### src/rtl/sm2201_isa_pkg.sv
// Shared types and constants for the Sm2201 ISA-side responder.
// Holds the FSM state enum and the IC82x6 transceiver direction codes.
package sm2201_isa_pkg;

  typedef enum logic [2:0] {
    IDLE,
    WR_SETTLE,
    WR_HOLD,
    RD_REQ,
    RD_HOLD
  } isa_state_t;

  localparam logic [9:0] DEFAULT_BASE_ADDR = 10'h300;
  localparam logic [7:0] FLOAT_BYTE = 8'hFF;

  localparam logic XCVR_DIR_READ = 1'b0;
  localparam logic XCVR_DIR_WRITE = 1'b1;

endpackage

### src/rtl/isa_strobe_sync.sv
// Multi-flop synchronizer with edge detect for one async ISA line.
// Ports: clk, rst_n, async_in -> level (synced), fall, rise (1-clk pulses).
module isa_strobe_sync #(
  parameter int STAGES = 2,
  parameter logic RST_VAL = 1'b1
) (
  input  logic clk,
  input  logic rst_n,
  input  logic async_in,
  output logic level,
  output logic fall,
  output logic rise
);

  logic [STAGES-1:0] sync;
  logic last;

  always_ff @(posedge clk or negedge rst_n) begin
    if (!rst_n) begin
      sync <= {STAGES{RST_VAL}};
      last <= RST_VAL;
    end else begin
      sync <= {sync[STAGES-2:0], async_in};
      last <= sync[STAGES-1];
    end
  end

  assign level = sync[STAGES-1];
  assign fall = last & ~level;
  assign rise = ~last & level;

endmodule

### src/rtl/isa_io_responder.sv
// ISA I/O slave for Sm2201: decodes port window, drives IC82x6 cs_n/dce.
// Ports: ISA bus in, IOCHRDY wait control, transceiver, CAMAC reg bus, errors.
module isa_io_responder
  import sm2201_isa_pkg::*;
#(
  parameter logic [9:0] BASE_ADDR = DEFAULT_BASE_ADDR,
  parameter int ADDR_BITS = 3,
  parameter int SYNC_STAGES = 2,
  parameter int SETTLE = 2,
  parameter int RD_TIMEOUT = 15
) (
  input  logic                 clk,
  input  logic                 rst_n,
  input  logic [9:0]           isa_addr,
  input  logic                 isa_aen,
  input  logic                 isa_ior_n,
  input  logic                 isa_iow_n,
  output logic                 isa_iochrdy_oe,
  output logic                 xcvr_cs_n,
  output logic                 xcvr_dce,
  output logic [7:0]           xcvr_d_in,
  input  logic [7:0]           xcvr_d_out,
  output logic [ADDR_BITS-1:0] reg_addr,
  output logic                 reg_wr,
  output logic [7:0]           reg_wdata,
  output logic                 reg_rd,
  input  logic [7:0]           reg_rdata,
  input  logic                 reg_rvalid,
  output logic                 err_timeout,
  output logic                 err_short
);

  localparam int CNT_MAX =
    (SETTLE > RD_TIMEOUT) ? SETTLE : RD_TIMEOUT;
  localparam int CW = $clog2(CNT_MAX + 1);

  isa_state_t state, state_nxt;
  logic [CW-1:0] cnt;

  logic ior_lvl, ior_fall, ior_rise;
  logic iow_lvl, iow_fall, iow_rise;
  logic aen_lvl, aen_fall, aen_rise;
  logic match;

  logic wr_go, rd_go, rd_ok, rd_tmo, wr_short;
  logic unused_edges;

  isa_strobe_sync #(.STAGES(SYNC_STAGES), .RST_VAL(1'b1)) u_ior (
    .clk(clk), .rst_n(rst_n), .async_in(isa_ior_n),
    .level(ior_lvl), .fall(ior_fall), .rise(ior_rise)
  );

  isa_strobe_sync #(.STAGES(SYNC_STAGES), .RST_VAL(1'b1)) u_iow (
    .clk(clk), .rst_n(rst_n), .async_in(isa_iow_n),
    .level(iow_lvl), .fall(iow_fall), .rise(iow_rise)
  );

  // aen resets high so nothing decodes until the bus is known idle
  isa_strobe_sync #(.STAGES(SYNC_STAGES), .RST_VAL(1'b1)) u_aen (
    .clk(clk), .rst_n(rst_n), .async_in(isa_aen),
    .level(aen_lvl), .fall(aen_fall), .rise(aen_rise)
  );

  // release is sensed by level so a missed edge cannot strand the FSM
  assign unused_edges = ^{ior_rise, iow_rise, aen_fall, aen_rise};

  assign match = !aen_lvl &&
    (isa_addr[9:ADDR_BITS] == BASE_ADDR[9:ADDR_BITS]);

  always_ff @(posedge clk or negedge rst_n) begin
    if (!rst_n) state <= IDLE;
    else state <= state_nxt;
  end

  always_comb begin
    state_nxt = state;
    wr_go = 1'b0;
    rd_go = 1'b0;
    rd_ok = 1'b0;
    rd_tmo = 1'b0;
    wr_short = 1'b0;
    unique case (state)
      IDLE: begin
        unique case (1'b1)
          match && iow_fall && ior_lvl:
            state_nxt = WR_SETTLE;
          match && ior_fall && iow_lvl: begin
            state_nxt = RD_REQ;
            rd_go = 1'b1;
          end
          default: ;
        endcase
      end
      WR_SETTLE: begin
        if (iow_lvl) begin
          wr_short = 1'b1;
          state_nxt = IDLE;
        end else if (cnt == CW'(SETTLE - 1)) begin
          wr_go = 1'b1;
          state_nxt = WR_HOLD;
        end
      end
      WR_HOLD: if (iow_lvl) state_nxt = IDLE;
      RD_REQ: begin
        // early release wins so a late rvalid is dropped
        if (ior_lvl) begin
          state_nxt = IDLE;
        end else if (reg_rvalid) begin
          rd_ok = 1'b1;
          state_nxt = RD_HOLD;
        end else if (cnt == CW'(RD_TIMEOUT - 1)) begin
          rd_tmo = 1'b1;
          state_nxt = RD_HOLD;
        end
      end
      RD_HOLD: if (ior_lvl) state_nxt = IDLE;
      default: state_nxt = IDLE;
    endcase
  end

  always_comb begin
    xcvr_cs_n = (state == IDLE);
    xcvr_dce = XCVR_DIR_READ;
    if (state == WR_SETTLE || state == WR_HOLD)
      xcvr_dce = XCVR_DIR_WRITE;
    isa_iochrdy_oe = (state == RD_REQ);
  end

  always_ff @(posedge clk or negedge rst_n) begin
    if (!rst_n) begin
      cnt <= '0;
      reg_addr <= '0;
      reg_wr <= 1'b0;
      reg_rd <= 1'b0;
      reg_wdata <= 8'h00;
      xcvr_d_in <= FLOAT_BYTE;
      err_timeout <= 1'b0;
      err_short <= 1'b0;
    end else begin
      cnt <= (state_nxt != state) ? '0 : cnt + 1'b1;
      reg_wr <= wr_go;
      reg_rd <= rd_go;
      err_timeout <= rd_tmo;
      err_short <= wr_short;
      if (state == IDLE && state_nxt != IDLE)
        reg_addr <= isa_addr[ADDR_BITS-1:0];
      if (wr_go) reg_wdata <= xcvr_d_out;
      if (rd_ok) xcvr_d_in <= reg_rdata;
      else if (rd_tmo) xcvr_d_in <= FLOAT_BYTE;
    end
  end

endmodule

### config.mk
export PLATFORM = sky130hd
export DESIGN_NAME = isa_io_responder
export DESIGN_NICKNAME = d
export VERILOG_FILES = /design/src/rtl/sm2201_isa_pkg.sv /design/src/rtl/isa_strobe_sync.sv /design/src/rtl/isa_io_responder.sv
export SDC_FILE = /design/constraint.sdc
export NUM_CORES = 1
export LEC_CHECK = 0
export CAP_MARGIN = 20
export CORE_ASPECT_RATIO = 1.1
export CORE_UTILIZATION = 44
export DETAILED_ROUTE_END_ITERATION = 8
export GPL_TIMING_DRIVEN = 1
export PLACE_DENSITY = 0.81
export SLEW_MARGIN = 30
export SYNTH_ARGS = -nofsm -noshare
export SYNTH_HDL_FRONTEND = slang
export SYNTH_SLANG_ARGS = --single-unit
### constraint.sdc
create_clock -name clk -period 1.8 [get_ports clk]
set_input_delay 0.54 -clock clk [delete_from_list [all_inputs] [get_ports clk]]
set_output_delay 0.54 -clock clk [all_outputs]
set_load 0.02 [all_outputs]
; ---- Yosys cells after proc, flatten, opt, wreduce, memory -nomap -nowiden
; Cells that the tools add are included.
[totals]
elab_cells = 65
inputBits = 32
register_bits = 38
[classes]
reduce_logical = 11
n_addsub = 1
muxes = 27
eq_ne = 8
bitwise_logic = 4
[op_table]
columns = operator, n
row1 = $mux W3, 7
row2 = $mux W8, 2
row3 = $mux W1, 15
row4 = $pmux W3 S5, 1
row5 = $eq A7 B7 Y1 const B, 1
row6 = $eq A3 B2 Y1 const B, 2
row7 = $logic_and A1 B1 Y1, 6
row8 = $pmux W3 S2, 1
row9 = $add A4 B1 Y4 const B, 1
row10 = $eq A4 B1 Y1 const B, 1
row11 = $eq A4 B4 Y1 const B, 1
row12 = $mux W4, 1
row13 = $eq A3 B1 Y1 const B, 1
row14 = $eq A3 B3 Y1 const B, 1
row15 = $logic_not A3 Y1, 1
row16 = $ne A3 B3 Y1, 1
row17 = $reduce_bool A3 Y1, 1
row18 = $and A1 B1 Y1, 2
row19 = $not A1 Y1, 2
row20 = $reduce_bool A2 Y1, 1
row21 = $logic_not A1 Y1, 1
row22 = $logic_or A1 B1 Y1, 1

; ---- Longest topological paths before layout
[logic_depth]
ltp_word = 8
mapped_depth = 6
depth_no_buf = 6

; ---- By module
; A second synthesis with hierarchy kept.
[hier_totals]
cells_unflattened = 119
area_unflattened_um2 = 1649.1
[modules_own_cells]
columns = module, n_inst, area_each_um2, cells_per_inst
row1 = isa_io_responder, 1, 1367.6, 104
row2 = isa_strobe_sync, 3, 93.8, 5

; ---- Worst setup path before layout
; No wires, ideal clock.
[synth_path]
path_kind = input -> register
startpoint = in isa_addr[3]
endpoint = reg cnt[2]
stages = 4
path_slack_ns = 0.140
setup_ns = 0.135
arrival_ns = 1.525
required_time_ns = 1.665
path_cell_list = nor4b_2 -> o2111ai_2 -> a221oi_2 -> nor3_1
[synth_between]
elab_chain_cells = 8
word_cells_on_any_way = 10
[synth_lines]
columns = item, line_no
row1 = "start, declared", isa_io_responder.sv:14  ; input logic [9:0] isa_addr,
row2 = $eq A7 B7 Y1 (*), isa_io_responder.sv:68  ; (isa_addr[9:ADDR_BITS] == BASE_ADDR[9:ADDR_BITS]);
row3 = $logic_and A1 B1 Y1 (*), isa_io_responder.sv:67  ; assign match = !aen_lvl &&
row4 = "$logic_and A1 B1 Y1, on equally long branches (2 in series)", "isa_io_responder.sv:87, isa_io_responder.sv:85"
row5 = $pmux W3 S2 (*), isa_io_responder.sv:84  ; unique case (1'b1)
row6 = $pmux W3 S5 (*), isa_io_responder.sv:82  ; unique case (state)
row7 = $ne A3 B3 Y1 (*), isa_io_responder.sv:140  ; cnt <= (state_nxt != state) ? '0 : cnt + 1'b1;
row8 = $mux W4 (*), isa_io_responder.sv:140
row9 = "end signal, assigned", isa_io_responder.sv:140
row10 = "end, declared", isa_io_responder.sv:38  ; logic [CW-1:0] cnt;
; Mark *: on every way between the ends. The rest lies on a longest branch, timed or not.
; A chain may end at the register's enable or synchronous reset.

; ---- Final worst setup path
[layout_path]
startpoint = in isa_addr[9]
endpoint = reg cnt[1]
; The elaborated chain is that of the path after synthesis.

==> results.py <==
metrics = {
    "run_status": {
        "status": "finished with violations",
        "violations": "setup timing",
    },
    "sta": {
        "period_needed_ns": 1.83,
        "max-slew-margin-rel_pct": 69.7,
        "rsz0062_at_grt": "yes",
        "min_period_over_period_pct": 102,
        "worst_pin_slew_ns": 0.454,
        "finalClockSkew_ns": 0.0106,
        "slew_violations": 0,
        "fmax_ghz": 0.545,
        "setup_viol": 5,
        "whs_ns": 0.217,
        "hold_viol": 0,
        "setup_slack_ns": -0.0334,
    },
    "die": {
        "die_w_um": 60.4,
        "row_count": 22,
        "die_area_um2": 3990,
        "start_util_pct": 47.5,
        "coreArea_um2": 3470,
        "die_h_um": 66.2,
        "ios": 58,
    },
    "power_and_ir_drop": {
        "irDropWorstVdd_uv": 651,
        "power_density_nw_per_um2": 909,
        "p_int_mw": 1.69,
        "leakagePower_nw": 1.22,
        "seqPwrFrac_pct": 46.2,
        "switching_power_mw": 0.619,
        "combPwrFrac_pct": 21.1,
        "clkPwrFrac_pct": 32.7,
        "swShare_pct": 26.9,
        "total_power_mw": 2.30,
    },
    "grt": {
        "grt_pass1_vias": 1340,
        "grt_usage_pct": 21.5,
        "grt_pass1_wl_um": 6170,
        "grt_max_degree": 39,
        "grt_overflow": 0,
        "antenna_found_initial": 0,
    },
    "place": {
        "io_buffer_count": 57,
        "gp_congestion": 0.809,
        "place_inst": 227,
        "dpl.hpwl_um": 2700,
        "postPlaceCellArea_um2": 2320,
    },
    "worst_setup_path": {
        "required_ns": 2.01,
        "cp_max_fo": 4,
        "cp_data_arrival_time_ns": 2.05,
        "cp_top_family": "simple AND/OR/NAND/NOR gates",
        "crit_path_end_kind": "flop",
        "critPathMaxStageDelay_ns": 0.50,
        "critical_path_class": "in2reg",
        "path_cells": "clkdlybuf4s50_1, nor4b_4, nand4_1, a211oi_4, nor4b_2",
        "cp_slowest_cell": "clkdlybuf4s50_1",
        "startpoint_type": "input pin",
        "worst-path-buf-inv": 1,
    },
    "clocking": {
        "ctsHtreeMaxLevel": 2,
        "cts_sinks": 38,
        "cts_buffers": 5,
        "worstSkewPairLatency_ns": 0.34,
        "cts_buffer_depth": 2,
        "cts_tree": "yes",
        "holdBufCountCts": 0,
        "root_buffer": "clkbuf_4",
        "clk_pin_slew_worst_paths_ns": 0.12,
    },
    "synth": {
        "synthDistinctLibCells": 38,
        "synth_edf_count": 0,
        "synth_flop_cell": "dfrtp_1",
        "ys_ff_latch": 38,
        "netlist_area_um2": 1650,
        "syn_inst": 116,
        "synth_warnings": 0,
        "synth.avg_cell_area_um2": 14.2,
        "syn-num-nets": 151,
        "ys_async_sr_fraction_pct": 100,
        "ys_seq_area_share_pct": 58.9,
    },
    "layout": {
        "final_common_cell": "clkdlybuf4s50_1",
        "layout-drive-gt1-share_pct": 37.9,
        "final_cell_mix": "clkdlybuf4s50_1 (24), dfrtp_1 (19), dfstp_2 (16)",
        "num_antenna_cells": 0,
        "finalInstanceArea_um2": 2540,
        "areaGrowthSynthToFinish_pct": 53.9,
        "fin_cells": 238,
        "nNetsFinal": 224,
    },
    "drt": {
        "route.detailed.drc": 0,
        "routed.top_layer": "met4",
        "drt-vias-per-instance": 5.21,
        "drtIter0Drc": 49,
        "wirelength_met1_um": 1470,
        "wire_per_inst_um": 17.4,
        "wl_met2_um": 2380,
        "routed_wl_um": 4140,
        "vias": 1241,
        "dr.pass1.iters": 4,
        "antenna_left": 0,
        "wl_met3_um": 177,
    },
    "hold_path": {
        "worstHoldPathType": "in2async",
    },
    "run": {
        "maxCapViolCount": 0,
    },
}
area by class of cell:
type	instances	area, um2
clock buffer	6	51.3
clock inverter	2	60.1
fill	259	932
inverter	6	22.5
multi-input combinational	68	708
sequential	38	975
tap	48	60.1
timing repair buffer	70	659
cells in the mapped netlist (3+ instances only):
cell type	n	area, um2
nor2_1	6	22.5
o22a_1	8	70.1
inv_1	5	18.8
dfstp_2	16	420
nand3_1	3	15.0
mux2_4	8	120
mux2_1	3	33.8
nand2_1	6	22.5
dfrtp_1	22	551
nor4b_1	3	26.3
nor3_1	4	20.0
ha_1	3	37.5
sequential cells by signal, summed over array words and instances, names as in the netlist, 2 cells and up:
| name | flops |
|---|---|
| cnt | 4 |
| xcvr_d_in | 8 |
| reg_wdata | 8 |
| reg_addr | 3 |
| u_ior.sync | 2 |
| u_iow.sync | 2 |
| state | 3 |
| u_aen.sync | 2 |
per-layer routing:
| layer | GRT usage, % | vias to the layer above |
|---|---|---|
| li1 | - | 569 |
| met1 | 24.4 | 608 |
| met2 | 38.6 | 53 |
| met3 | 4.89 | 11 |
| met4 | 7.27 | 0 |
| met5 | 0 | - |
power groups by stage:
stage	Clock (mW)	Sequential (mW)	Combinational, mW
final	0.753	1.07	0.487
after CTS	0.769	1.05	0.420
after global placement	0	1.06	0.420
after floorplan	0	1.09	0.202
after detailed placement	0	1.07	0.435
after global routing	0.820	1.08	0.533
cells by family after synthesis:
kind of cell,synth area share [%]
adders and majority gates,2.28
buffers and inverters,3.04
xor gates and xnor gates,1.59
DFF,58.9
AOI/OAI and AO/OA,9.72
muxes,9.34
and+or+nand+nor,15.1
stage by stage:
stage | utilization [%] | setup WS [ns] | setup TNS, ns
after floorplan | - | 0.140 | 0
after global placement | 66.9 | -0.305 | -3.21
after detailed placement | 66.9 | -0.444 | -4.11
after CTS | 70.3 | -0.0143 | -0.0143
after global routing | 73.1 | -0.113 | -0.296
final | 73.1 | -0.0334 | -0.0974
final timing paths:
kind	depth (start not counted)	end	start	slack (ns)
max in group asynchronous	2	xcvr_d_in[6]	rst_n	1.22
min	2	state[0]	rst_n	0.22
max	5	cnt[1]	isa_addr[9]	-0.03
max reg2reg	6	cnt[1]	state[1]	0.01
min in group clk	0	u_aen.sync[1]	u_aen.sync[0]	0.36
min reg2reg	0	u_aen.sync[1]	u_aen.sync[0]	0.36
worst register-to-register path, stage by stage (launching register included):
cell      delay, ns
dfrtp_2        0.48
buf_4          0.19
nor4b_4        0.26
buf_4          0.19
a21oi_2        0.08
a211oi_4       0.36
nor4b_2        0.10
timing repair:
action | in CTS | in global routing
pin swaps | 2 | 6
setup buffers | 2 | 1
endpoints found under the setup margin | 33 | 25
resized for setup | 41 | 29
(Power assumes the default switching activity.)
